### src/rtl/spi_pkg.sv
// spi_pkg
// Shared definitions for the oversampled SPI slave.
//   state_t          : frame state (IDLE, ACTIVE)
//   SYNC_*           : bit positions of sck/cs/si inside the synchroniser vector
//   sample_is_rise() : derives which SCK transition samples SI from CPOL/CPHA
package spi_pkg;

  typedef enum logic {
    IDLE   = 1'b0,
    ACTIVE = 1'b1
  } state_t;

  localparam int SYNC_W   = 3;
  localparam int SYNC_SCK = 2;
  localparam int SYNC_CS  = 1;
  localparam int SYNC_SI  = 0;

  // The lead edge is the rise when CPOL=0. CPHA=0 samples on the lead edge and
  // CPHA=1 on the trailing edge, so sampling happens on the rise exactly when
  // CPOL and CPHA agree. The shift edge is always the opposite transition.
  function automatic logic sample_is_rise(input logic cpol, input logic cpha);
    return cpol ~^ cpha;
  endfunction

endpackage

### src/rtl/spi_slave_sync_sync2.sv
// sync2
// Two-flop synchroniser for asynchronous level inputs, WIDTH bits wide.
//   clock   : destination clock
//   reset_n : synchronous active-low reset, clears both stages to 0
//   d       : asynchronous inputs
//   q       : synchronised outputs, two clock cycles behind d
module sync2 #(
  parameter int WIDTH = 1
) (
  input  logic             clock,
  input  logic             reset_n,
  input  logic [WIDTH-1:0] d,
  output logic [WIDTH-1:0] q
);

  logic [WIDTH-1:0] meta_q;

  // Clearing to 0 means a CS that is already low when reset releases never
  // produces a falling edge, so a frame in progress at that moment is ignored.
  always_ff @(posedge clock) begin
    if (!reset_n) begin
      meta_q <= '0;
      q      <= '0;
    end else begin
      meta_q <= d;
      q      <= meta_q;
    end
  end

endmodule

### src/rtl/spi_slave_sync.sv
// spi_slave_sync
// SPI slave clocked entirely by the system clock. SCK, CS and SI are
// synchronised and edge-detected; all four CPOL/CPHA modes, either bit order
// and back-to-back words inside one chip-select frame are supported.
//   clock, reset_n      : system clock, synchronous active-low reset
//   sck, cs, si         : SPI pins from the master (asynchronous, cs active low)
//   so, so_oe           : MISO data and its output enable
//   rx_data, rx_valid   : last received word and its one-cycle strobe
//   tx_data, tx_valid   : next word to send and its availability
//   tx_ready            : strobe, tx_data is consumed this cycle
//   tx_underrun         : strobe, FILL is loaded because no tx word was valid
//   frame_active        : high while the slave is inside a CS frame
module spi_slave_sync
  import spi_pkg::*;
#(
  parameter int               WIDTH     = 16,
  parameter bit               CPOL      = 1'b0,
  parameter bit               CPHA      = 1'b0,
  parameter bit               MSB_FIRST = 1'b1,
  parameter logic [WIDTH-1:0] FILL      = '1
) (
  input  logic             clock,
  input  logic             reset_n,
  input  logic             sck,
  input  logic             cs,
  input  logic             si,
  output logic             so,
  output logic             so_oe,
  output logic [WIDTH-1:0] rx_data,
  output logic             rx_valid,
  input  logic [WIDTH-1:0] tx_data,
  input  logic             tx_valid,
  output logic             tx_ready,
  output logic             tx_underrun,
  output logic             frame_active
);

  localparam int   CNT_W       = $clog2(WIDTH);
  localparam logic SAMPLE_RISE = sample_is_rise(CPOL, CPHA);
  localparam logic [CNT_W-1:0] LAST_BIT = CNT_W'(WIDTH - 1);

  logic [SYNC_W-1:0] sync_q;
  logic              sck_s;
  logic              cs_s;
  logic              si_s;
  logic              sck_prev_q;
  logic              cs_prev_q;

  logic              sck_rise;
  logic              sck_fall;
  logic              cs_rise;
  logic              cs_fall;
  logic              sample_edge;
  logic              shift_edge;

  state_t            state_q;
  state_t            state_d;

  logic [WIDTH-1:0]  shift_tx_q;
  logic [WIDTH-1:0]  shift_rx_q;
  logic [WIDTH-1:0]  rx_next;
  logic [CNT_W-1:0]  bitcnt_q;
  logic              load_pend_q;
  logic              reload_pend_q;
  logic              skip_shift_q;
  logic              word_done_q;
  logic              rx_valid_q;
  logic [WIDTH-1:0]  rx_data_q;

  logic              enter;
  logic              do_clear;
  logic              do_load;
  logic              do_shift;
  logic              do_skip;
  logic              do_sample;

  sync2 #(
    .WIDTH (SYNC_W)
  ) u_sync (
    .clock   (clock),
    .reset_n (reset_n),
    .d       ({sck, cs, si}),
    .q       (sync_q)
  );

  assign sck_s = sync_q[SYNC_SCK];
  assign cs_s  = sync_q[SYNC_CS];
  assign si_s  = sync_q[SYNC_SI];

  always_ff @(posedge clock) begin
    if (!reset_n) begin
      sck_prev_q <= 1'b0;
      cs_prev_q  <= 1'b0;
    end else begin
      sck_prev_q <= sck_s;
      cs_prev_q  <= cs_s;
    end
  end

  assign sck_rise    =  sck_s & ~sck_prev_q;
  assign sck_fall    = ~sck_s &  sck_prev_q;
  assign cs_rise     =  cs_s  & ~cs_prev_q;
  assign cs_fall     = ~cs_s  &  cs_prev_q;
  assign sample_edge = SAMPLE_RISE ? sck_rise : sck_fall;
  assign shift_edge  = SAMPLE_RISE ? sck_fall : sck_rise;

  always_ff @(posedge clock) begin
    if (!reset_n) begin
      state_q <= IDLE;
    end else begin
      state_q <= state_d;
    end
  end

  // A CS rise takes priority over any SCK edge seen in the same cycle. The
  // entry load runs one cycle after entering ACTIVE; later loads wait for the
  // shift edge after a completed word so the last bit keeps its full
  // half-period on so. For CPHA=1 that shift edge is the first lead edge of
  // the next word, which is why a reload replaces the shift there.
  always_comb begin
    state_d     = state_q;
    enter       = 1'b0;
    do_clear    = 1'b0;
    do_load     = 1'b0;
    do_shift    = 1'b0;
    do_skip     = 1'b0;
    do_sample   = 1'b0;
    tx_ready    = 1'b0;
    tx_underrun = 1'b0;
    case (state_q)
      IDLE: begin
        if (cs_fall) begin
          state_d = ACTIVE;
          enter   = 1'b1;
        end
      end
      ACTIVE: begin
        if (cs_rise) begin
          state_d  = IDLE;
          do_clear = 1'b1;
        end else begin
          if (load_pend_q) begin
            do_load = 1'b1;
          end else if (shift_edge) begin
            if (reload_pend_q) begin
              do_load = 1'b1;
            end else if (skip_shift_q) begin
              do_skip = 1'b1;
            end else begin
              do_shift = 1'b1;
            end
          end
          do_sample = sample_edge;
        end
      end
      default: state_d = IDLE;
    endcase
    tx_ready    = do_load &  tx_valid;
    tx_underrun = do_load & ~tx_valid;
  end

  assign rx_next = MSB_FIRST ? {shift_rx_q[WIDTH-2:0], si_s}
                             : {si_s, shift_rx_q[WIDTH-1:1]};

  // rx_valid trails the rx_data update by one cycle via word_done_q.
  always_ff @(posedge clock) begin
    if (!reset_n) begin
      shift_tx_q    <= '0;
      shift_rx_q    <= '0;
      bitcnt_q      <= '0;
      load_pend_q   <= 1'b0;
      reload_pend_q <= 1'b0;
      skip_shift_q  <= 1'b0;
      word_done_q   <= 1'b0;
      rx_valid_q    <= 1'b0;
      rx_data_q     <= '0;
    end else begin
      rx_valid_q  <= word_done_q;
      word_done_q <= 1'b0;
      if (enter) begin
        load_pend_q <= 1'b1;
      end
      if (do_clear) begin
        shift_tx_q    <= '0;
        shift_rx_q    <= '0;
        bitcnt_q      <= '0;
        load_pend_q   <= 1'b0;
        reload_pend_q <= 1'b0;
        skip_shift_q  <= 1'b0;
      end else begin
        if (do_load) begin
          shift_tx_q    <= tx_valid ? tx_data : FILL;
          bitcnt_q      <= '0;
          load_pend_q   <= 1'b0;
          reload_pend_q <= 1'b0;
          skip_shift_q  <= load_pend_q & CPHA;
        end
        if (do_skip) begin
          skip_shift_q <= 1'b0;
        end
        if (do_shift) begin
          shift_tx_q <= MSB_FIRST ? {shift_tx_q[WIDTH-2:0], 1'b0}
                                  : {1'b0, shift_tx_q[WIDTH-1:1]};
        end
        if (do_sample) begin
          shift_rx_q <= rx_next;
          if (bitcnt_q == LAST_BIT) begin
            rx_data_q     <= rx_next;
            word_done_q   <= 1'b1;
            reload_pend_q <= 1'b1;
            bitcnt_q      <= '0;
          end else begin
            bitcnt_q <= bitcnt_q + CNT_W'(1);
          end
        end
      end
    end
  end

  assign so           = MSB_FIRST ? shift_tx_q[WIDTH-1] : shift_tx_q[0];
  assign frame_active = (state_q == ACTIVE);
  assign so_oe        = frame_active;
  assign rx_data      = rx_data_q;
  assign rx_valid     = rx_valid_q;

endmodule

### config.mk
export PLATFORM = sky130hd
export DESIGN_NAME = spi_slave_sync
export DESIGN_NICKNAME = d
export VERILOG_FILES = /design/src/rtl/spi_pkg.sv /design/src/rtl/spi_slave_sync_sync2.sv /design/src/rtl/spi_slave_sync.sv
export SDC_FILE = /design/constraint.sdc
export NUM_CORES = 1
export LEC_CHECK = 0
export BUFFER_PORTS_ARGS = -buffer_cell sky130_fd_sc_hd__buf_2
export CAP_MARGIN = 20
export CELL_PAD_IN_SITES_DETAIL_PLACEMENT = 0
export CELL_PAD_IN_SITES_GLOBAL_PLACEMENT = 1
export CORE_AREA = 3 3 83 85
export CTS_CLUSTER_SIZE = 16
export DETAILED_ROUTE_END_ITERATION = 7
export DIE_AREA = 0 0 86 88
export HOLD_SLACK_MARGIN = 0.05
export PLACE_DENSITY_LB_ADDON = 0.15
export SLEW_MARGIN = 20
export SYNTH_ARGS = -nofsm -noshare
export SYNTH_HDL_FRONTEND = slang
export SYNTH_SLANG_ARGS = --single-unit
### constraint.sdc
create_clock -name clock -period 1.8 [get_ports clock]
set_clock_uncertainty 0.2 [all_clocks]
set_input_delay 0 -clock clock [delete_from_list [all_inputs] [get_ports clock]]
set_output_delay 0 -clock clock [all_outputs]
set_load 0.02 [all_outputs]
==> key figures <==
Drt
  • Total number of vias: around 2200
  • DRT Pass-1 Iters: 4
  • Routed WL: ~5600 µm
  • WL/cell: 12.47 µm
  • Routed Antenna Nets: 0
  • Post-DR vias/cell: approximately 4.9
  • DRC Markers: 0
  • Detailed Route Iter0 Violations: ~120

Global routing
  • Met1 usage in global routing: about a fifth
  • First-pass GRT wire length: 9522 µm
  • Met2 Usage GRT: roughly a quarter
  • Global route overflow: 0
  • Total GRT Usage: about 16%
  • Largest net degree at the start of global routing: 36
  • Met3 GRT Util: 3.387%
  • Vias in the first global route: roughly 2100
  • Initial antenna violation count: 0
  • Most used routing layer: met2

Layout
  • Antenna diodes: 0
  • Multi-input gate area: between 1000 and 1500 µm²
  • Total Nets Final: between 300 and 400
  • Non-filler instance count after layout: around 450
  • Layout cells sized above 1: a little under a quarter
  • P&R area growth vs syn: 31.99%
  • Fillers: approximately 630
  • Reg area: 1284 µm²

Flow run
  • Max cap viols: 0

Synth
  • Yosys reg bits: 64
  • Synth unique cells: 36
  • Compound-Gate Fraction of Synth Area: between 10% and 20%
  • Post-Synth XOR/XNOR Area: 0%
  • Post-Synth Adder-Cell Area: less than 1%
  • Seq/Total Area, Yosys: 51.43%
  • Netlist Area Pre-Place: ~2500 µm²
  • Largest family of logic cells by synthesized area: simple AND/OR/NAND/NOR gates
  • Simple-gate portion of the synthesized area: 26.77%
  • Mapped Cells: between 200 and 300
  • Syn Area/Cell: roughly 8.4 µm²
  • Post-synthesis mux area share: 0%
  • Synth warn: 0
  • Synthesized Nets: between 300 and 400

Placement
  • Placed Cells: 411
  • Post-detail-place hpwl: approximately 3700 µm
  • Routability cong.: ~0.8
  • IO Port Bufs: 43

Clock tree
  • CTS tree: done
  • Worst skew pair latency: between 0.3 and 0.4 ns
  • CTS buffer count: 9
  • CTS max path bufs: 2
  • Clock slew at reported path FFs: 0.07 ns
  • # H-tree levels: 3
  • Root Driver: clkbuf_8
  • TritonCTS sink count: 64

Floorplanning
  • Initial core utilization: approximately 40%
  • Die Width: between 80 and 90 µm
  • Num ports: 44
  • Die area: 7568 µm²
  • Row count: 29
  • Chip height: between 80 and 90 µm
  • Core area: 6277 µm²

Critical path
  • Required time of the critical path: 1.82 ns
  • Critical path arrival: around 1.8 ns
  • Reg2reg path depth: 6
  • R2r endpoint: shift_tx_q[14]$_SDFFE_PP0P_
  • WS Path Type: reg2reg
  • Crit. End Element: flop
  • Worst r2r src: load_pend_q$_SDFFE_PP0P_
  • R2r setup slk: between 0.03 and 0.04 ns
  • Worst-path maximum fanout: 9
  • Startpoint types: flop

Timing
  • Endpoints failing hold: 0
  • Max Slew Vio Count: 0
  • Fmax: ~570 MHz
  • Crit share post-route: 97.90%
  • Worst-Margin Slew: 0.4756 ns
  • RSZ-0062 raised after global routing: yes
  • Rel. slew slack: about two thirds
  • Setup violations, final: 0
  • Fin crit period: 1.762 ns

Pwr
  • Max IR drop VDD: ~0.53 mV
  • P_leak: about 1.3 nW
  • Pwr dens: 805.6 nW/µm²
  • Pwr Total: ~2.6 mW

Outcome
  • Status: complete, no violations

Min path
  • Worst Hold End: shift_tx_q[5]$_SDFFE_PP0P_
  • Hold crit path type: in2reg
  • Hold Path Cell Cnt: 4
  • Hold Startpoint: tx_valid
Yosys cell counts:
library cell | number | area share [%]
o41ai_1 | 1 | 0.35
o2111a_1 | 1 | 0.45
buf_6 | 1 | 0.45
nand2_1 | 54 | 8.1
o21ai_0 | 20 | 4.0
buf_4 | 1 | 0.30
nand2b_1 | 4 | 1.0
o221ai_1 | 1 | 0.35
a32o_1 | 3 | 1.2
and2_1 | 9 | 2.3
clkbuf_1 | 10 | 1.5
or3_1 | 3 | 0.75
nand3_1 | 39 | 7.8
a22oi_1 | 1 | 0.30
dfxtp_1 | 64 | 51
a2111oi_0 | 1 | 0.35
ha_1 | 1 | 0.50
nand4_1 | 1 | 0.25
a21o_1 | 1 | 0.30
or2_4 | 1 | 0.35
buf_1 | 3 | 0.45
o2111ai_1 | 1 | 0.35
nor4b_4 | 1 | 0.95
a31oi_1 | 2 | 0.50
a21oi_1 | 22 | 4.4
nor2_1 | 15 | 2.3
buf_2 | 6 | 1.2
nor2b_1 | 3 | 0.75
o211ai_1 | 10 | 3.0
a21oi_2 | 1 | 0.35
inv_1 | 6 | 0.90
nand3b_1 | 2 | 0.60
nand4b_1 | 2 | 0.70
and3_1 | 2 | 0.50
a22oi_2 | 1 | 0.50
nor3_1 | 2 | 0.40
power breakdown:
part           total, mW  internal, mW  switching, mW
clock network       1.06         0.535          0.530
logic              0.152        0.0781         0.0742
registers           1.43          1.43        0.00650
total               2.65          2.04          0.611
metal layers:
| metal | wire length (µm) | part of all wire, % |
|---|---|---|
| met1 | 2866 | 51 |
| met2 | 2455 | 44 |
| met3 | 217 | 3.9 |
| met4 | 96 | 1.7 |
| met5 | 0 | 0 |
layout make-up:
cell class | count | share of cell area (%)
Sequential cell | 64 | 39.04
Multi-Input combinational cell | 205 | 34.02
Clock inverter | 3 | 0.5327
Inverter | 6 | 0.6849
Timing Repair Buffer | 84 | 18.26
Clock buffer | 13 | 4.528
Tap cell | 77 | 2.930
metrics by stage:
| stage | hold WS (ns) | instance area (µm²) | utilization (%) | TNS (ns) | setup slack [ns] |
|---|---|---|---|---|---|
| after floorplan | -0.1202 | 2491 | - | 0 | 0.1236 |
| after global placement | 0.009135 | 2838 | 45.21 | 0 | 0.07973 |
| after detailed placement | 0.008542 | 2838 | 45.21 | 0 | 0.02108 |
| after CTS | 0.05585 | 3234 | 51.52 | 0 | 0.002699 |
| after global routing | 0.09249 | 3288 | 52.38 | -0.02040 | -0.01071 |
| final | 0.05044 | 3288 | 52.38 | 0 | 0.03776 |
flip-flops by register name, indices dropped and copies added (netlist names):
signal	cells
bitcnt_q	4
cs_prev_q	1
frame_active	1
load_pend_q	1
reload_pend_q	1
rx_data	16
rx_valid	1
sck_prev_q	1
shift_rx_q	15
shift_tx_q	16
u_sync.meta_q	3
u_sync.q	3
word_done_q	1
cells by family (layout without fill, tap and decap cells):
group / Yosys count / after routing
AND/OR/NAND/NOR: 138 / 138
AO/OA/AOI/OAI: 66 / 66
flip-flops: 64 / 64
buffers and inverters: 27 / 106
adder cells (fa/ha/maj): 1 / 1
cell usage in the layout, fill, tap and decap left out, types with 2 or more instances in the layout:
master	n
a21oi_1	22
a31oi_1	2
a32o_1	3
and2_1	9
and3_1	2
buf_2	43
buf_4	15
buf_6	2
clkbuf_1	3
clkbuf_8	10
clkinv_2	2
dfxtp_1	62
dfxtp_2	2
dlygate4sd3_1	23
inv_1	6
nand2_1	53
nand2b_1	3
nand3_1	38
nand3b_1	2
nand4b_1	2
nor2_1	15
nor2b_2	2
nor3_1	2
o211ai_1	10
o21ai_0	20
or3_1	3
critical path: stages, from the launching register on:
cell,delay (ns)
dfxtp_2,0.35
or2_4,0.28
nor4b_4,0.27
buf_6,0.16
buf_4,0.11
nand2b_1,0.05
a32o_1,0.24
worst max-delay path by stage:
stage,slack (ns),cells past startpoint,from,endpoint
floorplan,0.12,4,frame_active$_SDFF_PN0_,shift_tx_q[12]$_SDFFE_PP0P_
global placement,0.08,6,load_pend_q$_SDFFE_PP0P_,shift_tx_q[1]$_SDFFE_PP0P_
detailed placement,0.02,6,load_pend_q$_SDFFE_PP0P_,shift_tx_q[1]$_SDFFE_PP0P_
CTS,0.003,4,sck_prev_q$_SDFF_PN0_,tx_ready
global route,-0.01,6,load_pend_q$_SDFFE_PP0P_,shift_tx_q[1]$_SDFFE_PP0P_
finish,0.04,6,load_pend_q$_SDFFE_PP0P_,shift_tx_q[14]$_SDFFE_PP0P_
what timing repair did:
| action | in CTS | in global routing |
|---|---|---|
| hold buffers | 23 | 0 |
| endpoints found under the setup margin | 0 | 16 |
| gates resized for setup | 0 | 12 |
| endpoints found under the hold margin | 43 | 0 |
| buffers inserted | 0 | 2 |
Note: power is estimated with default switching activity, not from simulation.
